--- src/rtl/i2c_reg_slave.sv ---
// Clock-synchronous I2C slave giving byte-wide write/read access to an external register bank.
// SCL/SDA are oversampled, glitch-filtered and decoded into bit, START and STOP events.
module i2c_reg_slave #(
  parameter logic [6:0]  I2C_ADDR = 7'h47,
  parameter int unsigned NUM_REGS = 11,
  parameter int unsigned REG_AW   = 4,
  parameter bit          AUTO_INC = 1'b1,
  parameter int unsigned FILT_LEN = 3
) (
  input  logic              clk,
  input  logic              rst_n,
  input  logic              scl_i,
  input  logic              sda_i,
  output logic              sda_oe,
  output logic              wr_en,
  output logic [REG_AW-1:0] wr_addr,
  output logic [7:0]        wr_data,
  output logic [REG_AW-1:0] rd_addr,
  input  logic [7:0]        rd_data,
  output logic              busy
);

  typedef enum logic [3:0] {
    StIdle,
    StAddr,
    StAAck,
    StReg,
    StRAck,
    StWData,
    StDAck,
    StRData,
    StMAck
  } state_e;

  function automatic logic majority(input logic [FILT_LEN-1:0] w);
    int unsigned ones;
    ones = 0;
    for (int unsigned i = 0; i < FILT_LEN; i++) begin
      ones += {31'b0, w[i]};
    end
    return (ones > (FILT_LEN / 2));
  endfunction

  // ---------------------------------------------------------------------------
  // Input conditioning
  // ---------------------------------------------------------------------------
  logic [1:0]          scl_sync_q, sda_sync_q;
  logic [FILT_LEN-1:0] scl_win_q, sda_win_q;
  logic                scl_f_q, sda_f_q;
  logic                scl_maj, sda_maj;
  logic                scl_rise, scl_fall, sda_rise, sda_fall;
  logic                start_ev, stop_ev;

  always_ff @(posedge clk or negedge rst_n) begin
    if (!rst_n) begin
      scl_sync_q <= 2'b11;
      sda_sync_q <= 2'b11;
      scl_win_q  <= '1;
      sda_win_q  <= '1;
      scl_f_q    <= 1'b1;
      sda_f_q    <= 1'b1;
    end else begin
      scl_sync_q <= {scl_sync_q[0], scl_i};
      sda_sync_q <= {sda_sync_q[0], sda_i};
      scl_win_q  <= (scl_win_q << 1) | FILT_LEN'(scl_sync_q[1]);
      sda_win_q  <= (sda_win_q << 1) | FILT_LEN'(sda_sync_q[1]);
      scl_f_q    <= scl_maj;
      sda_f_q    <= sda_maj;
    end
  end

  assign scl_maj  = majority(scl_win_q);
  assign sda_maj  = majority(sda_win_q);
  assign scl_rise = scl_maj & ~scl_f_q;
  assign scl_fall = ~scl_maj & scl_f_q;
  assign sda_rise = sda_maj & ~sda_f_q;
  assign sda_fall = ~sda_maj & sda_f_q;
  assign start_ev = sda_fall & scl_f_q;
  assign stop_ev  = sda_rise & scl_f_q;

  // ---------------------------------------------------------------------------
  // Protocol FSM
  // ---------------------------------------------------------------------------
  state_e            state_q, state_d;
  logic [2:0]        cnt_q, cnt_d;
  logic [7:0]        shift_q, shift_d;
  logic [7:0]        data_q, data_d;
  logic [REG_AW-1:0] ptr_q, ptr_d;
  logic              oe_q, oe_d;
  logic              busy_q, busy_d;
  logic              wr_pend_q, wr_pend_d;
  logic              rd_load_q, rd_load_d;

  logic [7:0]        byte_in;
  logic              rx_state, rx_done, idx_ok;
  logic [REG_AW-1:0] ptr_inc;

  always_ff @(posedge clk or negedge rst_n) begin
    if (!rst_n) begin
      state_q   <= StIdle;
      cnt_q     <= 3'd0;
      shift_q   <= 8'h00;
      data_q    <= 8'h00;
      ptr_q     <= '0;
      oe_q      <= 1'b0;
      busy_q    <= 1'b0;
      wr_pend_q <= 1'b0;
      rd_load_q <= 1'b0;
    end else begin
      state_q   <= state_d;
      cnt_q     <= cnt_d;
      shift_q   <= shift_d;
      data_q    <= data_d;
      ptr_q     <= ptr_d;
      oe_q      <= oe_d;
      busy_q    <= busy_d;
      wr_pend_q <= wr_pend_d;
      rd_load_q <= rd_load_d;
    end
  end

  // The byte as it stands once the bit sampled on this SCL rise is included.
  assign byte_in  = {shift_q[6:0], sda_f_q};
  assign rx_state = (state_q == StAddr) || (state_q == StReg) || (state_q == StWData);
  assign rx_done  = rx_state && scl_rise && (cnt_q == 3'd7);
  assign idx_ok   = (32'(byte_in) < NUM_REGS);
  assign ptr_inc  = (ptr_q == REG_AW'(NUM_REGS - 1)) ? '0 : ptr_q + REG_AW'(1);

  always_comb begin
    state_d   = state_q;
    cnt_d     = cnt_q;
    shift_d   = shift_q;
    data_d    = data_q;
    ptr_d     = ptr_q;
    oe_d      = oe_q;
    busy_d    = busy_q;
    wr_pend_d = 1'b0;
    rd_load_d = 1'b0;

    // rd_addr follows ptr_q, so read data is captured one cycle after the pointer moves.
    if (rd_load_q) shift_d = rd_data;
    if (wr_en && AUTO_INC) ptr_d = ptr_inc;

    if (stop_ev) begin
      state_d = StIdle;
      oe_d    = 1'b0;
      busy_d  = 1'b0;
    end else if (start_ev) begin
      state_d = StAddr;
      cnt_d   = 3'd0;
      oe_d    = 1'b0;
    end else begin
      if (rx_state && scl_rise) begin
        shift_d = byte_in;
        cnt_d   = cnt_q + 3'd1;
      end
      if (rx_state && scl_fall) oe_d = 1'b0;

      case (state_q)
        StIdle: begin
        end
        StAddr: begin
          if (rx_done) begin
            if (byte_in[7:1] == I2C_ADDR) begin
              state_d = StAAck;
              busy_d  = 1'b1;
            end else begin
              state_d = StIdle;
              busy_d  = 1'b0;
            end
          end
        end
        StAAck: begin
          if (scl_fall) oe_d = 1'b1;
          if (scl_rise) begin
            cnt_d = 3'd0;
            if (shift_q[0]) begin
              state_d   = StRData;
              rd_load_d = 1'b1;
            end else begin
              state_d = StReg;
            end
          end
        end
        StReg: begin
          if (rx_done) begin
            if (idx_ok) begin
              ptr_d   = byte_in[REG_AW-1:0];
              state_d = StRAck;
            end else begin
              state_d = StIdle;
              busy_d  = 1'b0;
            end
          end
        end
        StRAck, StDAck: begin
          if (scl_fall) oe_d = 1'b1;
          if (scl_rise) begin
            state_d = StWData;
            cnt_d   = 3'd0;
          end
        end
        StWData: begin
          if (rx_done) begin
            data_d    = byte_in;
            wr_pend_d = 1'b1;
            state_d   = StDAck;
          end
        end
        StRData: begin
          if (scl_fall) begin
            oe_d    = ~shift_q[7];
            shift_d = {shift_q[6:0], 1'b1};
          end
          if (scl_rise) begin
            cnt_d = cnt_q + 3'd1;
            if (cnt_q == 3'd7) state_d = StMAck;
          end
        end
        StMAck: begin
          if (scl_fall) oe_d = 1'b0;
          if (scl_rise) begin
            if (!sda_f_q) begin
              if (AUTO_INC) ptr_d = ptr_inc;
              rd_load_d = 1'b1;
              cnt_d     = 3'd0;
              state_d   = StRData;
            end else begin
              state_d = StIdle;
              busy_d  = 1'b0;
            end
          end
        end
        default: begin
          state_d = StIdle;
          oe_d    = 1'b0;
          busy_d  = 1'b0;
        end
      endcase
    end
  end

  // A bus condition landing on the strobe cycle aborts the byte.
  assign wr_en   = wr_pend_q & ~start_ev & ~stop_ev;
  assign wr_addr = ptr_q;
  assign wr_data = data_q;
  assign rd_addr = ptr_q;
  assign sda_oe  = oe_q;
  assign busy    = busy_q;

endmodule
--- config.mk ---
export PLATFORM = sky130hd
export DESIGN_NAME = i2c_reg_slave
export DESIGN_NICKNAME = d
export VERILOG_FILES = /design/src/rtl/i2c_reg_slave.sv
export SDC_FILE = /design/constraint.sdc
export NUM_CORES = 1
export LEC_CHECK = 0
export ABC_AREA = 1
export CORE_ASPECT_RATIO = 0.5
export CORE_MARGIN = 1.5
export CORE_UTILIZATION = 46
export DETAILED_ROUTE_END_ITERATION = 7
export PLACE_DENSITY = 0.68
export SLEW_MARGIN = 20
export SYNTH_ARGS = -nofsm -noshare
export SYNTH_HDL_FRONTEND = slang
export SYNTH_SLANG_ARGS = --single-unit
--- constraint.sdc ---
create_clock -name clk -period 4 [get_ports clk]
set_input_delay 0.4 -clock clk [delete_from_list [all_inputs] [get_ports clk]]
set_output_delay 0.4 -clock clk [all_outputs]
set_load 0.01 [all_outputs]
==> run metrics, run 1 <==
status complete, no violations; DRC viols 0; Setup crit start kind flop; post-CTS setup buffers 0; Max clock buf depth 2; initial drt markers 98; Post-Synthesis Cells 308; die area 5640 um2; xor-xnor portion of the synthesized cell area 0.368%; Post-synth EDFFs 0; Distinct cells, synth 29; sequential fraction of the synthesis area 45.9%; flop-to-flop setup slack 1990 ps; Slew Viols, Final 0; Mapped Area 2380 um2; PortBufs 30; CP arrival 2240 ps; critical path class reg -> out; Tcrit/Tclk final 66.0%; Worst Hold Class in -> async; clock latency on the worst-skew pair 300 ps; root buf cell clkbuf_8; Post-Route Utilization 56.3%; Synth Area in Compound Gates 12.0%; CTS HTree Levels 2; cts bufs inserted 5; #FFs+latches synth 43; Rel. slew slack 36.3%; CTS tree built; largest cells by area after synthesis dfrtp_1 33%, nand2_1 15%, dfstp_2 13%; terminus of the critical flop-to-flop path shift_q[2]; CP startpoint sda_win_q[0]; largest family of logic cells by synthesized area simple AND/OR/NAND/NOR gates; diode count 0; path depth of the worst reg2reg path 10; top_reg_cell synth dfrtp_1; Max Clk Rate 379 MHz; vias in the first global route 1804; GRT overflow 0; simple-gate portion of the synthesized area 31.9%; Post-CTS Resized 0; cell accounting for the most synthesized area dfrtp_1; area grow syn2layout 17.3%; Pleak 1.40 nW; largest net degree at the start of global routing 44; routed vias 2085; die width 105 um; worst vdd ir 0.209 mV; post-layout min period 2640 ps; Ys Warns 0; Worst Max-Slew Pin Slew 956 ps; GRT Total Usage 20.9%; Clock Pin Slew Worst Setup and Hold Paths 90 ps; initial antenna violation count 0; hold_ws 248 ps; Commonest cells post-synth 96 x nand2_1, 35 x nor2_1, 31 x dfrtp_1; vias per cell 5.11; die height 53.8 um; row count 18; hold_buf cts 0; share of cells above drive strength 1 13.0%; Adder-Cell Fraction of Synth Area 2.10%; synthesized area per cell 7.72 um2; post-synth top area share 32.6%; IO Pins 31; Final Skew 11.1 ps; first drt pass iteration count 5; nets 353; core box area 4950 um2; remaining antenna violation count 0; Post-Syn Nets 324; Initial Util 48.0%; power density over cell area 398 nW/um2; Final Wtd Congestion 0.952; HPWL Detailed 3980 um; post-synthesis mux area share 0.473%; max-cap violation count 0; wire per inst 13.1 um; Fin. Hold Viols 0; Detailed Route WL 5360 um; async set-or-reset flop fraction in the synthesized netlist 100%; CP required 3600 ps; FF-to-FF Start scl_win_q[0]; first-pass GRT wire length 8830 um; most frequent cell after synthesis nand2_1; final setup fails 0; critical path endpoint category output port; TNS Setup 0 ps; worst-path fanout max 8; clock net sink count 43; RSZ-0062 raised after global routing false
[final cells by class]
| class | instances | area, um2 |
|---|---|---|
| Fill cell | 481 | 2160 |
| Multi-Input combinational cell | 226 | 1110 |
| Sequential cell | 43 | 1090 |
| Timing Repair Buffer | 30 | 295 |
| Inverter | 31 | 116 |
| Tap cell | 70 | 87.6 |
| Clock buffer | 6 | 72.6 |
| Clock inverter | 2 | 13.8 |
[routing by layer]
layer / routed length, um / track usage (%) / up-vias
met4: 34 / 3.42 / 0
met1: 2790 / 30.9 / 968
li1: - / - / 1046
met3: 289 / 5.57 / 4
met2: 2240 / 31.3 / 67
met5: 0 / 0 / -
[stage by stage]
stage          cell area [um2]  total power, W  std cells  setup WS [ps]
4_1_cts                   2790         0.00111        408           1340
3_5_place_dp              2700        0.000837        400           1670
6_report                  2790         0.00111        408           1360
3_3_place_gp              2700        0.000824        400           1710
2_1_floorplan             2380        0.000752        308           2260
5_1_grt                   2790         0.00118        408           1120
[cell usage in the layout (no fill, tap or decap)]
| master | Yosys | routed |
|---|---|---|
| clkdlybuf4s50_1 | 0 | 29 |
| a21oi_1 | 16 | 16 |
| o21ai_4 | 1 | 1 |
| nor2_1 | 35 | 35 |
| clkbuf_8 | 0 | 5 |
| o21bai_1 | 1 | 1 |
| ha_1 | 4 | 4 |
| inv_2 | 3 | 3 |
| nand2_1 | 96 | 96 |
| nor2_4 | 1 | 1 |
| dfstp_2 | 12 | 12 |
| a21oi_2 | 1 | 1 |
| o21ai_2 | 7 | 7 |
| nand4_1 | 7 | 7 |
| inv_1 | 28 | 28 |
| a211oi_1 | 1 | 1 |
| buf_2 | 1 | 1 |
| nand3_1 | 26 | 26 |
| o21ai_0 | 15 | 15 |
| nand2_4 | 3 | 3 |
| dfrtp_1 | 31 | 31 |
| o211ai_1 | 1 | 1 |
| clkinv_2 | 0 | 1 |
| a22oi_4 | 1 | 1 |
| clkinv_4 | 0 | 1 |
| xor2_1 | 1 | 1 |
| nor2_2 | 2 | 2 |
| clkbuf_1 | 1 | 1 |
| nand2_2 | 4 | 4 |
| nor3_1 | 2 | 2 |
| mux2_2 | 1 | 1 |
[worst max-delay path, stage by stage, from the launching register on]
cell	delay, ps
dfstp_2	540
ha_1	220
nand2_1	80
nand2_1	70
nand2_1	140
nand3_1	220
inv_1	140
clkdlybuf4s50_1	540
[registers in the layout, indices dropped and copies added, names as in the netlist, 2 cells and up]
signal and count:
cnt_q 3, shift_q 8, sda_win_q 3, wr_data 8, scl_win_q 3, rd_addr 4
state_q 4, scl_sync_q 2, sda_sync_q 2
[report_power, final]
part	switching [W]	internal, W
logic	0.000173	0.000101
clock network	0.000157	0.000124
registers	0.0000619	0.000495
total	0.000392	0.000719
[kinds of logic after synthesis]
group / after synthesis
AO/OA/AOI/OAI: 44
XOR/XNOR: 1
adder cells (fa/ha/maj): 4
buffers and inverters: 39
flip-flops: 43
multiplexers: 1
AND/OR/NAND/NOR: 176
[how the worst max path moves through the flow]
| stage | to | slack, ps | depth (start not counted) |
|---|---|---|---|
| global route | wr_en | 1120 | 7 |
| CTS | wr_en | 1340 | 7 |
| detailed placement | wr_en | 1670 | 7 |
| floorplan | shift_q[0] | 2260 | 10 |
| global placement | wr_en | 1710 | 7 |
| finish | wr_en | 1360 | 7 |
(Power assumes the default switching activity.)
==> run 2, diff against run 1 <==
==> constraint.sdc (replaced) <==
create_clock -name clk -period 2.6 [get_ports clk]
set_input_delay 0.26 -clock clk [delete_from_list [all_inputs] [get_ports clk]]
set_output_delay 0.26 -clock clk [all_outputs]
set_load 0.01 [all_outputs]
==> run metrics, run 2 (synthesis gave the netlist of run 1 again) <==
status complete, no violations (unchanged); FILL cells 483 (was 481); Max Clk Rate 413 MHz; Clock Pin Slew Worst Setup and Hold Paths 80 ps (was 90 ps); GRT overflow 0 (unchanged); Slew Viols, Final 0 (unchanged); max-cap violation count 0 (unchanged); clock net sink count 43 (unchanged); RSZ-0062 raised after global routing false (unchanged); IO Pins 31 (unchanged); remaining antenna violation count 0 (unchanged); root buf cell clkbuf_8 (unchanged); Detailed Route WL 5390 um (was 5360 um); CTS HTree Levels 2 (unchanged); routed vias 2084 (was 2085); Post-Route Utilization 57.4% (was 56.3%); wire per inst 13.2 um (was 13.1 um); vias in the first global route 1846 (was 1804); diode count 0 (unchanged); HPWL Detailed 3970 um (was 3980 um); nets 355 (was 353); clock latency on the worst-skew pair 300 ps (about the same); vias per cell 5.08 (was 5.11); Tcrit/Tclk final 93.2%; PortBufs 30 (unchanged); most common cell after layout, fill and taps aside nand2_1 (unchanged); die area 5640 um2 (unchanged); Final Skew 8.07 ps (was 11.1 ps); Worst Max-Slew Pin Slew 422 ps (was 956 ps); CP arrival 2160 ps (was 2240 ps); most frequent cells in the layout 96 x nand2_1, 35 x nor2_1, 31 x dfrtp_1 (unchanged); final worst slack 178 ps (was 1360 ps); Fin. Hold Viols 0 (unchanged); core box area 4950 um2 (unchanged); Pleak 1.42 nW (was 1.40 nW); die width 105 um (unchanged); Worst Hold Class reg -> reg (was in -> async); critical path endpoint category output port (unchanged); area grow syn2layout 19.5% (was 17.3%); DRC viols 0 (unchanged); CP required 2340 ps (was 3600 ps); initial drt markers 146 (was 98); power density over cell area 612 nW/um2 (was 398 nW/um2); Setup crit start kind flop (unchanged); Final Wtd Congestion 0.927 (was 0.952); share of cells above drive strength 1 13.8% (was 13.0%); largest net degree at the start of global routing 44 (unchanged); cts bufs inserted 5 (unchanged); row count 18 (unchanged); Max clock buf depth 2 (unchanged); post-layout min period 2420 ps; die height 53.8 um (unchanged); first-pass GRT wire length 9000 um (was 8830 um); initial antenna violation count 0 (unchanged); Rel. slew slack 71.9% (was 36.3%); post-CTS setup buffers 0 (unchanged); dpl ws 406 ps (was 1670 ps); worst-path fanout max 8 (unchanged); Initial Util 48.0% (unchanged); TNS Setup 0 ps (unchanged); worst vdd ir 0.300 mV (was 0.209 mV); GRT Total Usage 20.7% (was 20.9%); final setup fails 0 (unchanged); first drt pass iteration count 4 (was 5); critical path class reg -> out (unchanged); CTS tree built (unchanged)
[run 2: through the flow]
step	cells	area [um2]	hold WS [ps]	total power (W)
finish	410	2840	359	0.00174
global route	410	2840	354	0.00186
CTS	408	2800	141	0.00174
detailed placement	400	2700	347	0.00128
global placement	400	2700	346	0.00126
floorplan	308	2380	-35.6	0.00116
[run 2: worst max-delay path, stage by stage (launching register included)]
cell	delay, ps
dfstp_2	540
ha_1	220
nand2_1	70
nand4_1	290
nand3_4	210
inv_1	70
clkdlybuf4s50_1	470
[run 2: routing by layer]
metal	GRT usage, %	part of all wire [%]	routed length, um
met1	30.5	51	2760
met2	31.5	42	2250
met3	4.36	6.4	344
met4	4.79	0.72	39
met5	0	0	0
[run 2: path summary, 6_finish.rpt]
check                              start       endpoint  slack [ps]  depth (start not counted)
max                         sda_win_q[0]          wr_en         180                          6
min                        sda_sync_q[0]  sda_sync_q[1]         360                          0
max reg2reg                 sda_win_q[0]     shift_q[1]         600                          8
min reg2reg                sda_sync_q[0]  sda_sync_q[1]         360                          0
max in group asynchronous          rst_n  scl_sync_q[1]        1630                          3
min in group asynchronous          rst_n     wr_data[1]         430                          2
[run 2: repair_timing]
item,4_1_cts,5_1_grt
resized for setup,0,2
hold endpoints to repair,0,8
endpoints found under the setup margin,0,1
hold buffers,0,1
[run 2: layout make-up]
type | instances | area [um2] | area share (%)
timing repair buffer | 32 | 325 | 11.4
tap | 70 | 87.6 | 3.08
clock buffer | 6 | 82.6 | 2.90
sequential | 43 | 1090 | 38.4
multi-input combinational | 226 | 1130 | 39.6
inverter | 31 | 116 | 4.09
clock inverter | 2 | 13.8 | 0.484
[run 2: report_power, final]
| part | leakage, nW | switching, W | internal (W) | total [W] |
|---|---|---|---|---|
| clock | 0.0516 | 0.000244 | 0.000218 | 0.000461 |
| sequential | 0.535 | 0.0000911 | 0.000762 | 0.000853 |
| combinational | 0.834 | 0.000266 | 0.000159 | 0.000426 |
| total | 1.42 | 0.000601 | 0.00114 | 0.00174 |
==> RTL change 1 (settings of run 2) <==
Encoding of `state_e`: now one-hot (9 bits for 9 states).
--- a/src/rtl/i2c_reg_slave.sv
+++ b/src/rtl/i2c_reg_slave.sv
@@ -22,12 +22,12 @@
 
-  typedef enum logic [3:0] {
-    StIdle,
-    StAddr,
-    StAAck,
-    StReg,
-    StRAck,
-    StWData,
-    StDAck,
-    StRData,
-    StMAck
+  typedef enum logic [8:0] {
+    StIdle  = 9'b000000001,
+    StAddr  = 9'b000000010,
+    StAAck  = 9'b000000100,
+    StReg   = 9'b000001000,
+    StRAck  = 9'b000010000,
+    StWData = 9'b000100000,
+    StDAck  = 9'b001000000,
+    StRData = 9'b010000000,
+    StMAck  = 9'b100000000
   } state_e;
Check against the original RTL: no difference found for any inputs over 10 cycles, from zero or initial values and one cycle with rst_n low; not proved beyond that.
==> RTL change 1 against run 2 <==
First-iteration DRC count rose by 0.68%; clock skew barely moved; sequential cell count rose by 5; worst setup slack improved by 0.0068 ns; wire length rose by 33%; synthesized area rose by 19%; design area rose by 18%; global-route usage rose by 3.3 points.
Power is not compared: it rests on default switching activity, and its combinational part moved more than twofold at a synthesized area within 25%.
==> RTL change 1: results (changes against run 2) <==
| Metric | Value |
|---|---|
| Status | `finished clean` |
| Min-Delay Path Class | `in2async` |
| Global-route wire length before repair | `12200 µm (+35%)` |
| Drt total wl | `7200 µm (+33%)` |
| Nets | `421 (+19%)` |
| Tightest Pin Transition | `0.602 ns (+0.180 ns)` |
| Placement Setup Slack | `0.451 ns (+0.0454 ns)` |
| Clock skew | `0.00761 ns (-0.000459 ns)` |
| GRT met3 Usage | `0.0608 (+0.0172)` |
| Placed instance area | `3170 µm² (+17%)` |
| Synth Area in Compound Gates | `0.0925 (-0.0274)` |
| Largest net degree at the start of global routing | `49 (+11%)` |
| Hold slack | `0.0540 ns (-0.305 ns)` |
| Mux cell area share after synthesis | `0 (-0.00473)` |
| Global Route Usage Sum | `0.240 (+0.0326)` |
| Sequential share of the synthesized area | `0.429 (-0.0301)` |
| Gpl congestion | `0.935 (+0.81%)` |
| Post-Syn Nets | `391 (+21%)` |
| Post-Synth XOR/XNOR Area | `0 (-0.00368)` |
| Layout cells sized above 1 | `0.185 (+0.0465)` |
| Unique masters post-synth | `31 (+6.9%)` |
| Adder-Cell Fraction of Synth Area | `0.0176 (-0.00342)` |
| Vias in the first global route | `2439 (+32%)` |
| Top post-synthesis cells by area | `dfrtp_1 31%, nand2_1 15%, dfstp_2 12%` |
| PnR worst setup slack | `0.185 ns (+0.00685 ns)` |
| Number of vias per cell | `5.28 (+3.8%)` |
| WL met2 | `2960 µm (+31%)` |
| Placed cells | `471 (+18%)` |
| FF-to-FF End | `rd_addr[3]$_DFF_PN0_` |
| Metal-1 WL | `3710 µm (+34%)` |
| Iter 0 DRT Violations | `147 (+0.68%)` |
| Crit Path Max Fanout | `5 (-3)` |
| Hpwl dp | `5590 µm (+41%)` |
| Syn Inst Count | `375 (+22%)` |
==> RTL change 1: power groups by stage <==
stage | registers, W | clock network [W] | logic, W
floorplan | 0.00102 | 0 | 0.000856
global placement | 0.00103 | 0 | 0.00116
detailed placement | 0.00105 | 0 | 0.00119
CTS | 0.00104 | 0.000755 | 0.00119
global route | 0.00106 | 0.000792 | 0.00135
finish | 0.00104 | 0.000745 | 0.00119
==> RTL change 1: final cells by class <==
type | instances | area (µm²) | area share
clock buffers | 5 | 125 | 0.0374
clock inverters | 3 | 46.3 | 0.0138
inverters | 46 | 175 | 0.0523
multi-input cells | 273 | 1390 | 0.415
flip-flops and latches | 48 | 1220 | 0.364
well taps | 73 | 91.3 | 0.0273
repair buffers | 31 | 303 | 0.0905
==> RTL change 1: worst register-to-register path, cell delays in order (launching register included) <==
cell and delay [ns]:
dfstp_2 0.53, ha_1 0.22, nand2_1 0.07, nand2_2 0.07, nand3_2 0.17, nand2_2 0.12
inv_2 0.28, o21ai_0 0.28, nand3_1 0.13, nand2_1 0.08
==> RTL change 2 (settings of run 2) <==
Made on the original files. `REG_AW`: 4 -> 2.
--- a/src/rtl/i2c_reg_slave.sv
+++ b/src/rtl/i2c_reg_slave.sv
@@ -5,3 +5,3 @@
   parameter int unsigned NUM_REGS = 11,
-  parameter int unsigned REG_AW   = 4,
+  parameter int unsigned REG_AW   = 2,
   parameter bit          AUTO_INC = 1'b1,
Interface: changed (resized rd_addr and wr_addr); port bits go from 31 to 27. No check against the original RTL was run, so the function may have changed too.
==> RTL change 2 against run 2 <==
Synthesized area decreased by 5.2%; sequential power decreased by 5.9%; total power decreased by 1.8%; cell count decreased by 9.8%; largest power group unchanged; highest routed layer unchanged; utilization increased by 0.85 points; worst setup slack improved by 0.063 ns; design area decreased by 6.8%; sequential cell count decreased by 2; synthesized cell count decreased by 10%; wire length decreased by 11%; first-iteration DRC count decreased by 8.9%; largest cell class unchanged.
==> RTL change 2: results (changes against run 2) <==
| Metric | Value |
|---|---|
| R2r setup slk | `0.59 ns` |
| Placement Setup Slack | `0.556 ns (+0.150 ns)` |
| Min-Delay Path Class | `in2async` |
| # diodes | `0 (unchanged)` |
| Post_cts resized | `0 (unchanged)` |
| DR pass1 iterations | `4 (unchanged)` |
| Num CTS Buffers | `5 (unchanged)` |
| DR vias | `1863 (-11%)` |
| Layout cells sized above 1 | `0.188 (+0.0493)` |
| Top post-synthesis cells by area | `dfrtp_1 32%, dfstp_2 14%, nand2_1 13%` |
| Initial antenna violation count | `0 (unchanged)` |
| Worst vdd ir | `0.000319 V (+6.3%)` |
| Area share of the largest cell type after synthesis | `0.322 (-0.00446)` |
| Post-CTS Setup Bufs | `0 (unchanged)` |
| Global-route wire length before repair | `8060 µm (-10%)` |
| FILL cells | `436 (-9.7%)` |
| Worst-skew pair later-pin latency | `0.29 ns` |
| Largest net degree at the start of global routing | `42 (-4.5%)` |
| Htree depth | `2 (unchanged)` |
| Post-Syn Nets | `292 (-9.9%)` |
| RR Startpoint | `scl_win_q[0]$_DFF_PN1_` |
| Pleak | `1.31 nW (-7.6%)` |
| Reg2Reg Depth | `10 (+2)` |
| Hpwl dp | `3620 µm (-8.8%)` |
| Root Buffer | `clkbuf_8` |
| Crit Path Max Fanout | `7 (-1)` |
| Unique masters post-synth | `29 (unchanged)` |
| Gpl congestion | `0.851 (-8.2%)` |
| Nets | `319 (-10%)` |
| Vias in the first global route | `1637 (-11%)` |
| Iter 0 DRT Violations | `133 (-8.9%)` |
| Global Route Usage Sum | `0.202 (-0.00483)` |
| Post-synth top cells | `76 x nand2_1, 32 x nand3_1, 29 x dfrtp_1, 28 x inv_1, 21 x nor2_1` |
| FF-to-FF End | `shift_q[1]$_DFF_PN0_` |
| Post-synth ARST share | `1.00 (unchanged)` |
| PortBufs | `26 (-13%)` |
| Top FF cell, synth | `dfrtp_1` |
| Clock transition at the registers of the reported paths | `0.09 ns` |
| Hold slack | `0.0842 ns (-0.274 ns)` |
| Ys Warns | `0 (unchanged)` |
| Clock skew | `0.00767 ns (-0.000398 ns)` |
| Sequential share of the synthesized area | `0.461 (+0.00275)` |
| Status | `finished clean` |
| Clock buffer depth | `2 (unchanged)` |
| CP Data Required Time | `2.34 ns (about the same)` |
| Slew HR | `0.410 (-0.308)` |
| WL/cell | `13.0 µm (-1.0%)` |
==> RTL change 2: changes by cell type after synthesis, sizes merged <==
cell / delta
a21boi: +1
o211ai: -1
buf: -2
o21ai: +7
a21oi: -10
nand2: -19
o21bai: -1
nor2: -12
dfrtp: -2
a22oi: -1
inv: +1
nand3: +7
==> RTL change 2: how the worst max path moves through the flow <==
stage / start / to / slack, ns / cells past startpoint
6_report: sda_win_q[0]$_DFF_PN1_ / wr_en / 0.24 / 7
5_1_grt: sda_win_q[0]$_DFF_PN1_ / wr_en / 0.12 / 7
4_1_cts: sda_win_q[0]$_DFF_PN1_ / wr_en / 0.23 / 7
3_5_place_dp: sda_win_q[0]$_DFF_PN1_ / wr_en / 0.56 / 7
3_3_place_gp: sda_win_q[0]$_DFF_PN1_ / wr_en / 0.59 / 7
2_1_floorplan: scl_win_q[0]$_DFF_PN1_ / shift_q[0]$_DFF_PN0_ / 0.88 / 10
==> RTL change 2: final cells by class <==
cell class / count / share of cell area
Clock buffer: 7 / 0.0364
Multi-Input combinational cell: 197 / 0.395
Timing Repair Buffer: 26 / 0.0963
Inverter: 32 / 0.0453
Sequential cell: 41 / 0.393
Clock inverter: 1 / 0.00331
Tap cell: 66 / 0.0312
==> RTL change 2: cell families after synthesis <==
| family | Yosys count | synth area share |
|---|---|---|
| and+or+nand+nor | 152 | 0.311 |
| DFF | 41 | 0.461 |
| AOI/OAI and AO/OA | 39 | 0.122 |
| buffers and inverters | 38 | 0.0749 |
| adders and majority gates | 4 | 0.0222 |
| xor gates and xnor gates | 1 | 0.00388 |
| muxes | 1 | 0.00499 |
==> RTL change 2: layer usage <==
metal,GRT usage,vias up,routed length [µm]
met5,0,-,0
met4,0.0479,0,23
met3,0.0480,5,290
met2,0.285,55,1950
met1,0.310,856,2550
li1,-,947,-
==> RTL change 2: worst max-delay path, cell delays in order, from the launching register on <==
cell             delay, ns
dfstp_2               0.55
ha_1                  0.22
nand2_1               0.09
nand2_1               0.09
nand2_2               0.14
nand3_1               0.13
inv_1                 0.08
clkdlybuf4s50_1       0.52
==> RTL change 2: report_power, final <==
group | switching (W) | leakage, nW | internal, W | total, W
Sequential | 0.0000714 | 0.507 | 0.000732 | 0.000803
Combinational | 0.000281 | 0.750 | 0.000154 | 0.000435
Clock | 0.000226 | 0.0549 | 0.000245 | 0.000471
==> RTL change 2: metrics by stage <==
step	power, W	std cells	area [µm²]
after detailed placement	0.00125	362	2540
after global placement	0.00124	362	2540
final	0.00171	370	2650
after floorplan	0.00114	276	2260
after global routing	0.00183	370	2650
after CTS	0.00173	370	2650
